===== src/rtl/cc_bcd7seg_scanner.sv =====
// cc_bcd7seg_scanner
// Time-multiplexed driver for a 3-digit common-anode 7-segment display.
// Scans units -> tens -> hundreds, one digit per PRESCALE cycles, with optional
// leading-zero blanking. The BCD input is captured only at frame start so a
// digit never changes mid-frame. Segment and anode outputs are registered
// together so they always switch on the same edge.

module cc_bcd7seg_scanner #(
    parameter int unsigned PRESCALE = 50000,
    parameter int unsigned BLANK_LZ = 1
) (
    input  logic        CC_BCD7SEG_CLOCK_50,
    input  logic        CC_BCD7SEG_RESET_InLow,
    input  logic [11:0] CC_BCD7SEG_bcd_InBUS,
    output logic [6:0]  CC_BCD7SEG_seg_OutBUS,
    output logic [2:0]  CC_BCD7SEG_an_OutBUS,
    output logic        CC_BCD7SEG_frame_Out
);

    localparam int unsigned     CNT_W   = (PRESCALE > 1) ? $clog2(PRESCALE) : 1;
    localparam logic [CNT_W-1:0] CNT_MAX = CNT_W'(PRESCALE - 1);

    localparam logic [1:0] S_UNITS = 2'd0;
    localparam logic [1:0] S_TENS  = 2'd1;
    localparam logic [1:0] S_HUND  = 2'd2;

    logic [CNT_W-1:0] cnt_q, cnt_d;
    logic             tick;
    logic [1:0]       state_q, state_d;
    logic [11:0]      shadow_q, shadow_d;
    logic [6:0]       seg_q, seg_d;
    logic [2:0]       an_q, an_d;
    logic             frame_q, frame_d;

    logic [3:0]       nibble;
    logic [2:0]       an_sel;
    logic             blank;
    logic [6:0]       seg_dec;
    logic             hund_zero;
    logic             tens_zero;

    // Prescaler: free-running slot timer, tick on the last cycle of a slot
    always_comb begin
        tick  = (cnt_q == CNT_MAX);
        cnt_d = tick ? '0 : cnt_q + 1'b1;
    end

    // Scan sequencing; the shadow register is loaded only on the frame wrap
    always_comb begin
        state_d  = state_q;
        shadow_d = shadow_q;
        frame_d  = 1'b0;
        if (tick) begin
            case (state_q)
                S_UNITS: state_d = S_TENS;
                S_TENS:  state_d = S_HUND;
                S_HUND: begin
                    state_d  = S_UNITS;
                    shadow_d = CC_BCD7SEG_bcd_InBUS;
                    frame_d  = 1'b1;
                end
                default: state_d = S_UNITS;
            endcase
        end
    end

    // Digit select, blanking and active-low segment decode
    always_comb begin
        hund_zero = (shadow_q[11:8] == 4'd0);
        tens_zero = (shadow_q[7:4] == 4'd0);
        nibble    = 4'd0;
        an_sel    = 3'b111;
        blank     = 1'b1;
        case (state_q)
            S_UNITS: begin
                nibble = shadow_q[3:0];
                an_sel = 3'b110;
                blank  = 1'b0;
            end
            S_TENS: begin
                nibble = shadow_q[7:4];
                an_sel = 3'b101;
                blank  = (BLANK_LZ != 0) && hund_zero && tens_zero;
            end
            S_HUND: begin
                nibble = shadow_q[11:8];
                an_sel = 3'b011;
                blank  = (BLANK_LZ != 0) && hund_zero;
            end
            default: begin
                nibble = 4'd0;
                an_sel = 3'b111;
                blank  = 1'b1;
            end
        endcase

        case (nibble)
            4'd0:    seg_dec = 7'b1000000;
            4'd1:    seg_dec = 7'b1111001;
            4'd2:    seg_dec = 7'b0100100;
            4'd3:    seg_dec = 7'b0110000;
            4'd4:    seg_dec = 7'b0011001;
            4'd5:    seg_dec = 7'b0010010;
            4'd6:    seg_dec = 7'b0000010;
            4'd7:    seg_dec = 7'b1111000;
            4'd8:    seg_dec = 7'b0000000;
            4'd9:    seg_dec = 7'b0010000;
            default: seg_dec = 7'b0111111; // invalid BCD shows a dash
        endcase

        if (blank) begin
            seg_d = 7'b1111111;
            an_d  = 3'b111;
        end else begin
            seg_d = seg_dec;
            an_d  = an_sel;
        end
    end

    // State and output registers with asynchronous active-low reset
    always_ff @(posedge CC_BCD7SEG_CLOCK_50 or negedge CC_BCD7SEG_RESET_InLow) begin
        if (!CC_BCD7SEG_RESET_InLow) begin
            cnt_q    <= '0;
            state_q  <= S_UNITS;
            shadow_q <= 12'h000;
            seg_q    <= 7'b1111111;
            an_q     <= 3'b111;
            frame_q  <= 1'b0;
        end else begin
            cnt_q    <= cnt_d;
            state_q  <= state_d;
            shadow_q <= shadow_d;
            seg_q    <= seg_d;
            an_q     <= an_d;
            frame_q  <= frame_d;
        end
    end

    assign CC_BCD7SEG_seg_OutBUS = seg_q;
    assign CC_BCD7SEG_an_OutBUS  = an_q;
    assign CC_BCD7SEG_frame_Out  = frame_q;

endmodule


===== config.mk =====
export PLATFORM = sky130hd
export DESIGN_NAME = cc_bcd7seg_scanner
export DESIGN_NICKNAME = d
export VERILOG_FILES = /design/src/rtl/cc_bcd7seg_scanner.sv
export SDC_FILE = /design/constraint.sdc
export NUM_CORES = 1
export LEC_CHECK = 0
export BUFFER_PORTS_ARGS = -buffer_cell sky130_fd_sc_hd__buf_2
export CORE_MARGIN = 2
export CORE_UTILIZATION = 57
export CTS_BUF_LIST = sky130_fd_sc_hd__clkbuf_16
export CTS_CLUSTER_SIZE = 24
export DETAILED_ROUTE_END_ITERATION = 6
export PLACE_DENSITY = 0.81
export SYNTH_ARGS = -nofsm -noshare
export SYNTH_HDL_FRONTEND = slang
export SYNTH_SLANG_ARGS = --single-unit

===== constraint.sdc =====
create_clock -name CC_BCD7SEG_CLOCK_50 -period 2.5 [get_ports CC_BCD7SEG_CLOCK_50]
set_input_delay 0.125 -clock CC_BCD7SEG_CLOCK_50 [delete_from_list [all_inputs] [get_ports CC_BCD7SEG_CLOCK_50]]
set_output_delay 0.125 -clock CC_BCD7SEG_CLOCK_50 [all_outputs]
set_load 0.02 [all_outputs]

# ---- Yosys cells after proc, flatten, opt, wreduce, memory -nomap -nowiden
# Memories as Yosys holds them, arrays and structs flattened.
# Index checks and enable logic that the tools add are counted.
dict set report op_classes {
  magnitude_cmp 0
  shifts 0
  bitwise_logic 0
  n_mux 9
  div 0
  n_eq_ne 3
  n_addsub 1
  n_reduce_logical 5
  n_mul 0
}
# op count
set op_table {}
lappend op_table {{$add A16 B1 Y16 const B} 1}
lappend op_table {{$eq A16 B16 Y1 const B} 1}
lappend op_table {{$mux W16} 1}
lappend op_table {{$pmux W4 S3} 1}
lappend op_table {{$pmux W3 S3} 1}
lappend op_table {{$logic_not A4 Y1} 2}
lappend op_table {{$mux W7} 1}
lappend op_table {{$pmux W2 S2} 1}
lappend op_table {{$mux W3} 1}
lappend op_table {{$pmux W1 S3} 1}
lappend op_table {{$eq A2 B1 Y1 const B} 1}
lappend op_table {{$eq A2 B2 Y1 const B} 1}
lappend op_table {{$logic_not A2 Y1} 1}
lappend op_table {{$mux W1} 2}
lappend op_table {{$reduce_and A2 Y1} 1}
lappend op_table {{$logic_and A1 B1 Y1} 1}
dict set report word_totals {
  regBits 41
  output_inout_bits 11
  latchBits 0
  input_bits 14
  n_memories 1
  romBits 112
  ramBits 0
}
# name depth word_bits rd rd_clocked_by_memory_dff write_ports line_no
set mem_list {}
lappend mem_list {{(no name shown)} 16 7 1 0 0 97} ;# case (nibble)

# ---- Depth between registers and ports, before layout
# Gate-level depths: netlist of the first run.
dict set report logic_depth {
  word_depth 4
  ltp_mapped 8
}

# ---- Worst setup path before layout of the first run
# Ideal clock, no wire load.
dict set report synth_path {
  path_kind {flip-flop to flip-flop}
  from {reg cnt_q[0]}
  to {reg shadow_q[0]}
  arrival_ns 1.693
  path_stages_with_launch 8
  path_slack_ns 0.682
  t_required_ns 2.375
  setup_ns 0.125
  n_path_buf 2
  cell_sequence {dfrtp_1 ha_1 and3_1 and4_4 and2_1 buf_6 buf_12 mux2_4}
}
dict set report synth_between {
  elab_chain_cells 2
}
# item line_no
set synth_lines {}
lappend synth_lines {{from (decl)} 27} ;# logic [CNT_W-1:0] cnt_q, cnt_d;
lappend synth_lines {{from (signal assigned)} 130} ;# cnt_q <= cnt_d;
lappend synth_lines {{$eq A16 B16 Y1} 44} ;# tick = (cnt_q == CNT_MAX);
lappend synth_lines {{$reduce_and A2 Y1 (no line)} -}
lappend synth_lines {{to (signal assigned)} 132} ;# shadow_q <= shadow_d;
lappend synth_lines {{to (decl)} 30} ;# logic [11:0] shadow_q, shadow_d;
# Every way passes these cells.
# A chain may end at the register's enable or synchronous reset.

# ---- Worst setup path after layout of the first run
dict set report layout_path {
  from {reg state_q[0]}
  to {reg seg_q[3], in the netlist CC_BCD7SEG_seg_OutBUS[3]}
}
dict set report layout_between {
  elab_chain_cells 4
  elab_cells_between_ends 7
}
# item line_no
set layout_lines {}
lappend layout_lines {{from (decl)} 29} ;# logic [1:0] state_q, state_d;
lappend layout_lines {{from (signal assigned)} 131} ;# state_q <= state_d;
lappend layout_lines {{$eq A2 B2 Y1 (tied with other cells)} 74} ;# case (state_q)
lappend layout_lines {{$pmux W4 S3} 74}
lappend layout_lines {{$mem_v2 Z16 W7} -}
lappend layout_lines {{$mux W7 *} 111} ;# if (blank) begin
lappend layout_lines {{via seg_d[3]} 31} ;# logic [6:0] seg_q, seg_d;
lappend layout_lines {{to (signal assigned)} 133} ;# seg_q <= seg_d;
lappend layout_lines {{to (decl)} 31}
# The timed path passes the listed nets; every way through them passes the cells marked *.

==> results of run 1 <==
==> report_power, final <==
group / switching (uW) / leakage, uW / internal (uW)
logic: 14.0 / 0.000458 / 8.35
clock network: 232 / 0.0000738 / 358
registers: 0 / 0.000523 / 665
==> per-layer routing <==
layer / part of all wire, % / vias up / GRT usage [%]
li1: - / 625 / -
met3: 5.8 / 7 / 6.79
met2: 49 / 49 / 32.0
met5: 0 / - / 0
met1: 43 / 627 / 23.5
met4: 1.8 / 0 / 7.88
==> metrics by stage <==
| stage | worst slack (ps) | instance area [sq um] | utilization, % | hold slack, ps | power [uW] |
|---|---|---|---|---|---|
| 3_3_place_gp | 533 | 2140 | 63.7 | 272 | 698 |
| 5_1_grt | 250 | 2290 | 68.0 | 57.5 | 1320 |
| 3_5_place_dp | 479 | 2140 | 63.7 | 279 | 699 |
| 4_1_cts | 448 | 2290 | 68.0 | 60.9 | 1280 |
| 6_report | 462 | 2290 | 68.0 | 57.7 | 1280 |
| 2_1_floorplan | 682 | 2010 | - | -171 | 676 |
==> synthesized netlist by cell type, drive strengths merged (3+ instances only) <==
cell	number	share of area [%]
dfstp	10	13
dfrtp	31	39
xnor2	6	2.6
nor2b	3	0.93
ha	6	3.7
mux2	13	8.9
nor2	10	1.9
o2bb2ai	4	1.7
o21ai	4	0.99
buf	4	2.2
xor2	5	2.2
nand2	9	1.7
inv	6	1.1
mux2i	9	4.5
nand2b	3	0.93
nand3	7	1.7
o211ai	6	2.2
==> cells in the final DEF (no fill, tap or decap), types with 2 or more instances in the layout <==
| cell | netlist | routed |
|---|---|---|
| sky130_fd_sc_hd__dfrtp_1 | 31 | 31 |
| sky130_fd_sc_hd__xor2_1 | 5 | 5 |
| sky130_fd_sc_hd__nand3_1 | 7 | 7 |
| sky130_fd_sc_hd__mux2_4 | 9 | 9 |
| sky130_fd_sc_hd__mux2_1 | 3 | 3 |
| sky130_fd_sc_hd__o211ai_1 | 6 | 6 |
| sky130_fd_sc_hd__o21ai_0 | 3 | 3 |
| sky130_fd_sc_hd__clkbuf_16 | 0 | 5 |
| sky130_fd_sc_hd__o2bb2ai_1 | 4 | 4 |
| sky130_fd_sc_hd__nor2b_1 | 3 | 3 |
| sky130_fd_sc_hd__dfstp_2 | 10 | 10 |
| sky130_fd_sc_hd__inv_1 | 6 | 8 |
| sky130_fd_sc_hd__ha_1 | 6 | 6 |
| sky130_fd_sc_hd__nand2_1 | 9 | 9 |
| sky130_fd_sc_hd__nand2b_1 | 3 | 3 |
| sky130_fd_sc_hd__nor2_1 | 10 | 10 |
| sky130_fd_sc_hd__nor3_1 | 2 | 2 |
| sky130_fd_sc_hd__mux2i_1 | 9 | 9 |
| sky130_fd_sc_hd__xnor2_1 | 6 | 6 |
| sky130_fd_sc_hd__buf_2 | 1 | 24 |
==> registers in the layout, summed over array words and instances (netlist names) <==
name and flops:
state_q 2, cnt_q 16, CC_BCD7SEG_an_OutBUS 3, CC_BCD7SEG_seg_OutBUS 7, shadow_q 12, CC_BCD7SEG_frame_Out 1
==> cells by family (layout without fill, tap and decap cells) <==
logic type | Yosys count | count (layout) | share of synthesized area (%)
xor+xnor | 11 | 11 | 4.79
fa+ha+maj | 6 | 6 | 3.73
compound gates | 23 | 23 | 8.76
flops | 41 | 41 | 51.6
mux | 22 | 22 | 13.4
simple gates | 47 | 47 | 13.7
buf+inv | 11 | 40 | 3.98
==> final timing paths <==
kind,start,to,slack [ps]
max in group asynchronous,CC_BCD7SEG_RESET_InLow,shadow_q[5]$_DFFE_PN0P_,1490
max reg2reg,state_q[0]$_DFFE_PN0N_,CC_BCD7SEG_seg_OutBUS[3]$_DFF_PN1_,460
min,CC_BCD7SEG_bcd_InBUS[5],shadow_q[5]$_DFFE_PN0P_,60
min reg2reg,cnt_q[0]$_DFF_PN0_,cnt_q[0]$_DFF_PN0_,490
max,state_q[0]$_DFFE_PN0N_,CC_BCD7SEG_seg_OutBUS[3]$_DFF_PN1_,460
min in group asynchronous,CC_BCD7SEG_RESET_InLow,cnt_q[10]$_DFF_PN0_,480
==> critical path, stage by stage, from the launching register on <==
cell and delay [ps]:
sky130_fd_sc_hd__dfrtp_1 510, sky130_fd_sc_hd__nor2b_1 420, sky130_fd_sc_hd__o2bb2ai_1 260, sky130_fd_sc_hd__inv_1 150
sky130_fd_sc_hd__ha_1 320, sky130_fd_sc_hd__mux2i_1 150, sky130_fd_sc_hd__o211ai_1 110
==> layout make-up <==
type | instances | share of cell area, %
sequential | 41 | 45.4
inverter | 6 | 0.985
clock buffer | 5 | 5.47
tap | 46 | 2.52
timing repair buffer | 26 | 6.02
multi-input combinational | 109 | 39.1
clock inverter | 3 | 0.492
==> summary.md, run 1 <==
- **worst slew margin relative to its limit** 44.3%
- **share of async-settable or async-resettable flops after synthesis** 100%
- **setup TNS** 0 ps
- **RePlAce Congestion** 0.802
- **Yosys warning count** 0
- **non-filler instance count after layout** 236
- **leakage** 0.00105 uW
- **count of boundary I/O pins** 25
- **area of the mapped netlist** 2010 sq um
- **predominant post-synthesis flop cell** sky130_fd_sc_hd__dfrtp_1
- **row count** 21
- **worst clock skew on the final layout** 5.14 ps
- **post-detailed-routing wire length** 3.53 mm
- **Critical Setup Path Class** flip-flop to flip-flop
- **measured slew at the worst slew-check pin** 835 ps
- **status** finished, final reports clean
- **Avg Cell Area, Syn** 12.5 sq um
- **cell count after synthesis** 161
- **Maximum Capacitance Violations** 0
- **floorplan die area** 4020 sq um
- **Max rail drop VDD** 0.372 mV
- **Period Utilization, post-route** 81.5%
- **power per cell area** 558 nW/um^2
- **critical path launch point type** flip-flop
- **number of synthesized flops with an enable pin** 0
- **initial core utilization** 59.9%
- **number of optimization iterations in the first detailed-route pass** 4
- **Hold/Removal Path Class** input port to flip-flop
- **latest clock arrival within the worst-skew pair** 280 ps
- **share of cells above drive strength 1** 30.0%
- **Req. time, crit path** 2670 ps
- **maximum number of pins on one net before global-route repair** 42
- **Layout area overhead** 13.6%
- **number of max-slew violations in the final report** 0
- **sink count of the clock tree** 41
- **CTS tree** yes
- **combined area of the multi-input logic cells** 895 sq um
- **half-perimeter wire length after placement** 2.49 mm
- **average wire per standard cell** 15.0 um
- **WHS Path Cells** 2
- **Unique masters post-synth** 47
- **clock slew at the register clock pins of the worst setup and hold paths** 50 ps
- **number of antenna violations at the first check in global routing** 0
- **Worst Reg2Reg Path Length in Cells** 6
- **total congestion overflow after global routing** 0
- **die boundary height** 63.4 um
- **Resize count post-CTS** 0
- **total inserted antenna cells** 0
- **Port Buf Inserts** 24
- **number of nets still failing antenna checks after routing** 0
- **type of destination of the critical path** flip-flop
- **Placeable Area** 3360 sq um
- **Filler Cells Inserted** 269
- **H-tree lvl count** 2
- **Cells after DPL** 227
- **final-stage net count** 209
- **arrival time reported for the critical path endpoint** 2210 ps
- **Worst Path Max Fanout** 11
- **Setup-failing EPs final** 0
- **via count of the first global-routing pass** 1302
- **buffer cell driving the clock tree root** sky130_fd_sc_hd__clkbuf_16
- **largest buffer count on any clock path** 2
- **vias after detailed routing** 1308
- **number of synthesized register bits** 41
- **post-detailed-route via-to-cell ratio** 5.54
- **setup repair bufs after CTS** 0
- **RSZ-0062 raised after global routing** false
- **sequential cell area** 1040 sq um
- **Highest Clock Rate** 0.491 GHz
- **final hold violation count** 0
- **number of DRC markers after the initial detailed-route iteration** 66
- **number of nets produced by synthesis** 181
- **wire length of the first global-routing pass** 5.91 mm
- **GRT Util Overall** 19.5%
- **number of buffers inserted by hold repair at cts** 1
- **Chip Width** 63.4 um
- **share of the yosys chip area belonging to registers** 51.6%
- **clock period minus worst slack** 2040 ps
- **detailed-route DRC error count** 0
- **TritonCTS Buffers** 5
Power figures use the tool's default switching activity.
==> run 2, diff against run 1 <==
Clock period 2.5 ns to 2.1 ns, I/O delays scaled along.
==> summary.md, run 2 (synthesis results as in run 1) <==
- **maximum number of pins on one net before global-route repair** 42, unchanged
- **latest clock arrival within the worst-skew pair** 280 ps, about the same
- **leading cell type in the layout, fill and taps excluded** sky130_fd_sc_hd__dfrtp_1
- **TritonCTS Buffers** 5, unchanged
- **status** finished, final reports clean
- **type of destination of the critical path** flip-flop
- **Final Power** 1650 uW, +29%
- **worst hold path endpoint** shadow_q[7]$_DFFE_PN0P_
- **Port Buf Inserts** 24, unchanged
- **Layout area overhead** 16.3%
- **total congestion overflow after global routing** 0, unchanged
- **total inserted antenna cells** 0, unchanged
- **measured slew at the worst slew-check pin** 845 ps, +9.77 ps
- **arrival time reported for the critical path endpoint** 2090 ps, -120 ps
- **H-tree lvl count** 2, unchanged
- **initial core utilization** 59.9%, unchanged
- **buffer cell driving the clock tree root** sky130_fd_sc_hd__clkbuf_16
- **worst clock skew on the final layout** 4.51 ps, -0.623 ps
- **RePlAce Congestion** 0.829, +3.3%
- **largest buffer count on any clock path** 2, unchanged
- **Worst Path Max Fanout** 13, +2
- **startpoint of the most critical register-to-register path** cnt_q[13]$_DFF_PN0_
- **average wire per standard cell** 14.8 um, -1.4%
- **Maximum Capacitance Violations** 0, unchanged
- **count of boundary I/O pins** 25, unchanged
- **post-detailed-routing wire length** 3.51 mm, -0.54%
- **detailed-route DRC error count** 0, unchanged
- **half-perimeter wire length after placement** 2.63 mm, +5.4%
- **WHS Path Cells** 2, unchanged
- **vias after detailed routing** 1331, +1.8%
- **end of the worst register-to-register path** shadow_q[7]$_DFFE_PN0P_
- **wire length of the first global-routing pass** 6.10 mm, +3.3%
- **setup TNS** 0 ps, unchanged
- **row count** 21, unchanged
- **number of DRC markers after the initial detailed-route iteration** 59, -11%
- **Req. time, crit path** 2260 ps, -410 ps
- **commonest non-fill, non-tap cells in the layout** 31 x sky130_fd_sc_hd__dfrtp_1, 24 x sky130_fd_sc_hd__buf_2, 10 x sky130_fd_sc_hd__dfstp_2, 10 x sky130_fd_sc_hd__nor2_1
- **clock period minus worst slack** 1920 ps, -114 ps
- **GRT Util Overall** 20.1%, +0.58 points
- **Period Utilization, post-route** 91.6%, +10 points
- **number of max-slew violations in the final report** 0, unchanged
- **leakage** 0.00108 uW, +2.1%
- **Hold Path Origin** CC_BCD7SEG_bcd_InBUS[7]
- **number of antenna violations at the first check in global routing** 0, unchanged
- **setup repair bufs after CTS** 0, unchanged
- **Chip Width** 63.4 um, unchanged
- **Placeable Area** 3360 sq um, unchanged
- **number of nets still failing antenna checks after routing** 0, unchanged
- **Reg2Reg Setup Slack** 180 ps, -290 ps
- **worst slew margin relative to its limit** 43.7%, -0.65 points
- **Max rail drop VDD** 0.686 mV, +84%
- **floorplan die area** 4020 sq um, unchanged
- **critical path launch point type** flip-flop
- **clock slew at the register clock pins of the worst setup and hold paths** 50 ps, about the same
- **via count of the first global-routing pass** 1316, +1.1%
- **CTS tree** yes
- **Critical Setup Path Class** flip-flop to flip-flop
- **sink count of the clock tree** 41, unchanged
- **Setup-failing EPs final** 0, unchanged
- **final hold violation count** 0, unchanged
- **final-stage net count** 211, +0.96%
- **share of cells above drive strength 1** 31.3%, +1.3 points
- **number of optimization iterations in the first detailed-route pass** 4, unchanged
- **power per cell area** 704 nW/um^2, +26%
- **Reg with most FFs** cnt_q
- **Highest Clock Rate** 0.520 GHz, +5.9%
- **RSZ-0062 raised after global routing** false
- **post-detailed-route via-to-cell ratio** 5.59, +0.90%
- **die boundary height** 63.4 um, unchanged
- **Hold/Removal Path Class** input port to flip-flop
- **max reg flops** 16, unchanged
- **Worst Reg2Reg Path Length in Cells** 5, -1
## run 2: cell types whose count changed in the layout (fill, tap and decap cells not counted)
cell / change
sky130_fd_sc_hd__inv_1: -1
sky130_fd_sc_hd__buf_12: +1
sky130_fd_sc_hd__bufinv_16: +1
sky130_fd_sc_hd__buf_4: +1
## run 2: area by class of cell
type	count	area, sq um
Clock buffer	5	125
Clock inverter	3	37.5
Fill cell	260	1020
Inverter	6	22.5
Multi-Input combinational cell	109	895
Sequential cell	41	1040
Tap cell	46	57.6
Timing Repair Buffer	28	165
## run 2: worst max path at each step
stage,start,end,slack (ps),cells after the start
detailed placement,cnt_q[0]$_DFF_PN0_,shadow_q[6]$_DFFE_PN0P_,260,6
global placement,cnt_q[0]$_DFF_PN0_,shadow_q[7]$_DFFE_PN0P_,300,6
global route,state_q[0]$_DFFE_PN0N_,CC_BCD7SEG_seg_OutBUS[5]$_DFF_PN1_,60,7
floorplan,cnt_q[0]$_DFF_PN0_,shadow_q[0]$_DFFE_PN0P_,280,7
CTS,cnt_q[13]$_DFF_PN0_,shadow_q[6]$_DFFE_PN0P_,180,5
finish,cnt_q[13]$_DFF_PN0_,shadow_q[7]$_DFFE_PN0P_,180,5
## run 2: critical path, stage by stage (launching register included)
cell and delay, ps:
sky130_fd_sc_hd__dfrtp_1 420, sky130_fd_sc_hd__nor4bb_1 430, sky130_fd_sc_hd__and4_4 290, sky130_fd_sc_hd__and2_1 180, sky130_fd_sc_hd__buf_12 170, sky130_fd_sc_hd__mux2_1 320
## run 2: timing repair
action | 4_1_cts | 5_1_grt
hold endpoints to repair | 31 | 0
resized for setup | 0 | 0
hold buffers | 1 | 0
setup endpoints to repair | 0 | 0
## run 2: metrics by stage
stage | util [%] | instance area (sq um) | instances | hold slack (ps) | worst slack (ps)
6_report | 69.6 | 2340 | 238 | 40.2 | 176
5_1_grt | 69.6 | 2340 | 238 | 40.0 | 55.2
4_1_cts | 69.6 | 2340 | 238 | 33.5 | 179
3_5_place_dp | 64.5 | 2170 | 229 | 264 | 259
3_3_place_gp | 64.5 | 2170 | 229 | 252 | 304
2_1_floorplan | - | 2010 | 161 | -191 | 282
## run 2: routing by layer
layer | track usage [%] | vias to the layer above | routed length [um]
met5 | 0 | - | 0
met3 | 4.82 | 9 | 169
met4 | 11.7 | 0 | 89
li1 | - | 639 | -
met2 | 30.1 | 34 | 1730
met1 | 26.6 | 649 | 1530
## run 2: power by group
part | internal (uW) | switching (uW)
Sequential | 791 | 0
Clock | 551 | 279
Combinational | 9.95 | 16.9
Total | 1350 | 296
==> run 3, diff against run 2 <==
Settings changed: PLACE_DENSITY 0.81 to 0.84.
==> summary.md, run 3 (synthesis results as in run 1) <==
- **status** finished, final reports clean
- **Maximum Capacitance Violations** 0, unchanged
- **GRT Util Overall** 21.3%, +1.3 points
- **Req. time, crit path** 2300 ps, +40 ps
- **arrival time reported for the critical path endpoint** 2080 ps, about the same
- **worst path buffer plus inverter count** 2, +1
- **Port Buf Inserts** 24, unchanged
- **post-detailed-route via-to-cell ratio** 5.82, +4.0%
- **number of antenna violations at the first check in global routing** 0, unchanged
- **final-stage net count** 211, unchanged
- **power per cell area** 661 nW/um^2, -6.1%
- **total inserted antenna cells** 0, unchanged
- **Chip Width** 63.4 um, unchanged
- **Max rail drop VDD** 0.419 mV, -39%
- **CTS tree** yes
- **Hold/Removal Path Class** input port to flip-flop
- **Critical Setup Path Class** flip-flop to flip-flop
- **initial core utilization** 59.9%, unchanged
- **met2 usage in global routing** 33.9%, +3.8 points
- **met1 demand-to-capacity share in global routing** 27.5%, +0.89 points
- **commonest non-fill, non-tap cells in the layout** 31 x sky130_fd_sc_hd__dfrtp_1, 24 x sky130_fd_sc_hd__buf_2, 10 x sky130_fd_sc_hd__dfstp_2, 10 x sky130_fd_sc_hd__nor2_1
- **count of boundary I/O pins** 25, unchanged
- **worst clock skew on the final layout** 4.37 ps, -0.141 ps
- **most used routing layer in global routing** met2
- **buffer cell driving the clock tree root** sky130_fd_sc_hd__clkbuf_16
- **row count** 21, unchanged
- **Placeable Area** 3360 sq um, unchanged
- **Hold Path Origin** CC_BCD7SEG_bcd_InBUS[6]
- **Reg with most FFs** cnt_q
- **type of destination of the critical path** flip-flop
- **Largest stage delay, worst path** 570 ps, +140 ps
- **leading cell type in the layout, fill and taps excluded** sky130_fd_sc_hd__dfrtp_1
- **TritonCTS Buffers** 5, unchanged
- **standard cell with the maximum stage delay on the critical path** sky130_fd_sc_hd__dfrtp_1
- **detailed-route DRC error count** 0, unchanged
- **setup repair bufs after CTS** 0, unchanged
- **floorplan die area** 4020 sq um, unchanged
- **clock period minus worst slack** 1880 ps, -42.5 ps
- **leakage** 0.00107 uW, -0.60%
- **via count of the first global-routing pass** 1377, +4.6%
- **number of DRC markers after the initial detailed-route iteration** 53, -10%
- **Period Utilization, post-route** 89.6%, -2.0 points
- **instance area after placement** 2170 sq um, unchanged
- **number of buffers inserted by hold repair at cts** 1, unchanged
- **family with the most delay on the worst path** compound AO/OA/AOI/OAI gates
- **largest buffer count on any clock path** 2, unchanged
- **max reg flops** 16, unchanged
- **wire length of the first global-routing pass** 6.57 mm, +7.7%
- **die boundary height** 63.4 um, unchanged
- **post-detailed-routing wire length** 3.77 mm, +7.3%
- **total congestion overflow after global routing** 0, unchanged
- **Worst Path Max Fanout** 11, -2
- **number of max-slew violations in the final report** 0, unchanged
- **final hold violation count** 0, unchanged
- **critical path cell sequence** mux2i_1 -> o2bb2ai_1 -> inv_1 -> ha_1 -> inv_1 -> mux2i_1 -> o211ai_1
- **number of nets still failing antenna checks after routing** 0, unchanged
- **startpoint of the most critical register-to-register path** state_q[0]$_DFFE_PN0N_
- **Layout area overhead** 15.0%
- **clock slew at the register clock pins of the worst setup and hold paths** 60 ps, about the same
- **critical path launch point type** flip-flop
- **number of optimization iterations in the first detailed-route pass** 4, unchanged
- **vias after detailed routing** 1384, +4.0%
- **H-tree lvl count** 2, unchanged
- **Setup-failing EPs final** 0, unchanged
- **average wire per standard cell** 15.8 um, +7.3%
- **met3 global-route usage** 4.11%, -0.71 points
- **latest clock arrival within the worst-skew pair** 280 ps, about the same
- **RSZ-0062 raised after global routing** false
- **worst setup path startpoint** state_q[0]$_DFFE_PN0N_
- **setup TNS** 0 ps, unchanged
- **sink count of the clock tree** 41, unchanged
- **Resize count post-CTS** 0, unchanged
- **worst slew margin relative to its limit** 43.5%, -0.24 points
- **RePlAce Congestion** 0.868, +4.7%
- **share of cells above drive strength 1** 31.3%, unchanged
- **measured slew at the worst slew-check pin** 848 ps, +3.66 ps
- **maximum number of pins on one net before global-route repair** 42, unchanged
- **half-perimeter wire length after placement** 2.57 mm, -2.3%
- **Highest Clock Rate** 0.531 GHz, +2.3%
- **final instance area** 2320 sq um, -1.1%
run 3: changes by cell type in the layout (fill, tap and decap cells not counted):
cell,change
sky130_fd_sc_hd__bufinv_16,-1
sky130_fd_sc_hd__inv_1,+1
sky130_fd_sc_hd__clkinv_1,-1
sky130_fd_sc_hd__clkinv_2,+1
run 3: per-stage QoR:
step | setup WS [ps] | hold slack (ps) | power [uW] | std cells | utilization, %
after floorplan | 282 | -191 | 805 | 161 | -
after global placement | 312 | 250 | 831 | 229 | 64.5
after detailed placement | 258 | 265 | 832 | 229 | 64.5
after CTS | 230 | 47.2 | 1540 | 238 | 68.9
after global routing | 1.11 | 49.2 | 1580 | 238 | 68.9
final | 218 | 43.0 | 1530 | 238 | 68.9
run 3: layout make-up:
class | instances | area, sq um
tap | 46 | 57.6
clock buffer | 5 | 125
timing repair buffer | 28 | 165
clock inverter | 3 | 12.5
multi-input combinational | 109 | 895
fill | 262 | 1050
sequential | 41 | 1040
inverter | 6 | 22.5
run 3: final timing paths:
| path | end | slack, ps | cells past startpoint |
|---|---|---|---|
| min in group asynchronous | cnt_q[11]$_DFF_PN0_ | 470 | 2 |
| hold reg to reg | cnt_q[0]$_DFF_PN0_ | 500 | 1 |
| setup / recovery | CC_BCD7SEG_seg_OutBUS[5]$_DFF_PN1_ | 220 | 7 |
| setup reg to reg | CC_BCD7SEG_seg_OutBUS[5]$_DFF_PN1_ | 220 | 7 |
| max in group asynchronous | state_q[1]$_DFFE_PN0N_ | 1100 | 2 |
| hold / removal | shadow_q[6]$_DFFE_PN0P_ | 40 | 2 |
run 3: where the power goes:
| group | internal, uW | switching (uW) | total [uW] |
|---|---|---|---|
| Sequential | 791 | 0 | 791 |
| Clock | 429 | 285 | 714 |
| Combinational | 9.94 | 16.9 | 26.9 |
| Total | 1230 | 302 | 1530 |
run 3: worst reg2reg max path, stage by stage (launching register included):
cell,delay [ps]
sky130_fd_sc_hd__dfrtp_1,570
sky130_fd_sc_hd__mux2i_1,130
sky130_fd_sc_hd__o2bb2ai_1,400
sky130_fd_sc_hd__inv_1,160
sky130_fd_sc_hd__ha_1,230
sky130_fd_sc_hd__inv_1,70
sky130_fd_sc_hd__mux2i_1,60
sky130_fd_sc_hd__o211ai_1,180
run 3: metal layers:
layer | up-vias | share of wire (%) | routed length, um
li1 | 631 | - | -
met1 | 691 | 42 | 1600
met2 | 52 | 49 | 1860
met3 | 10 | 5.4 | 205
met4 | 0 | 2.7 | 102
met5 | - | 0 | 0
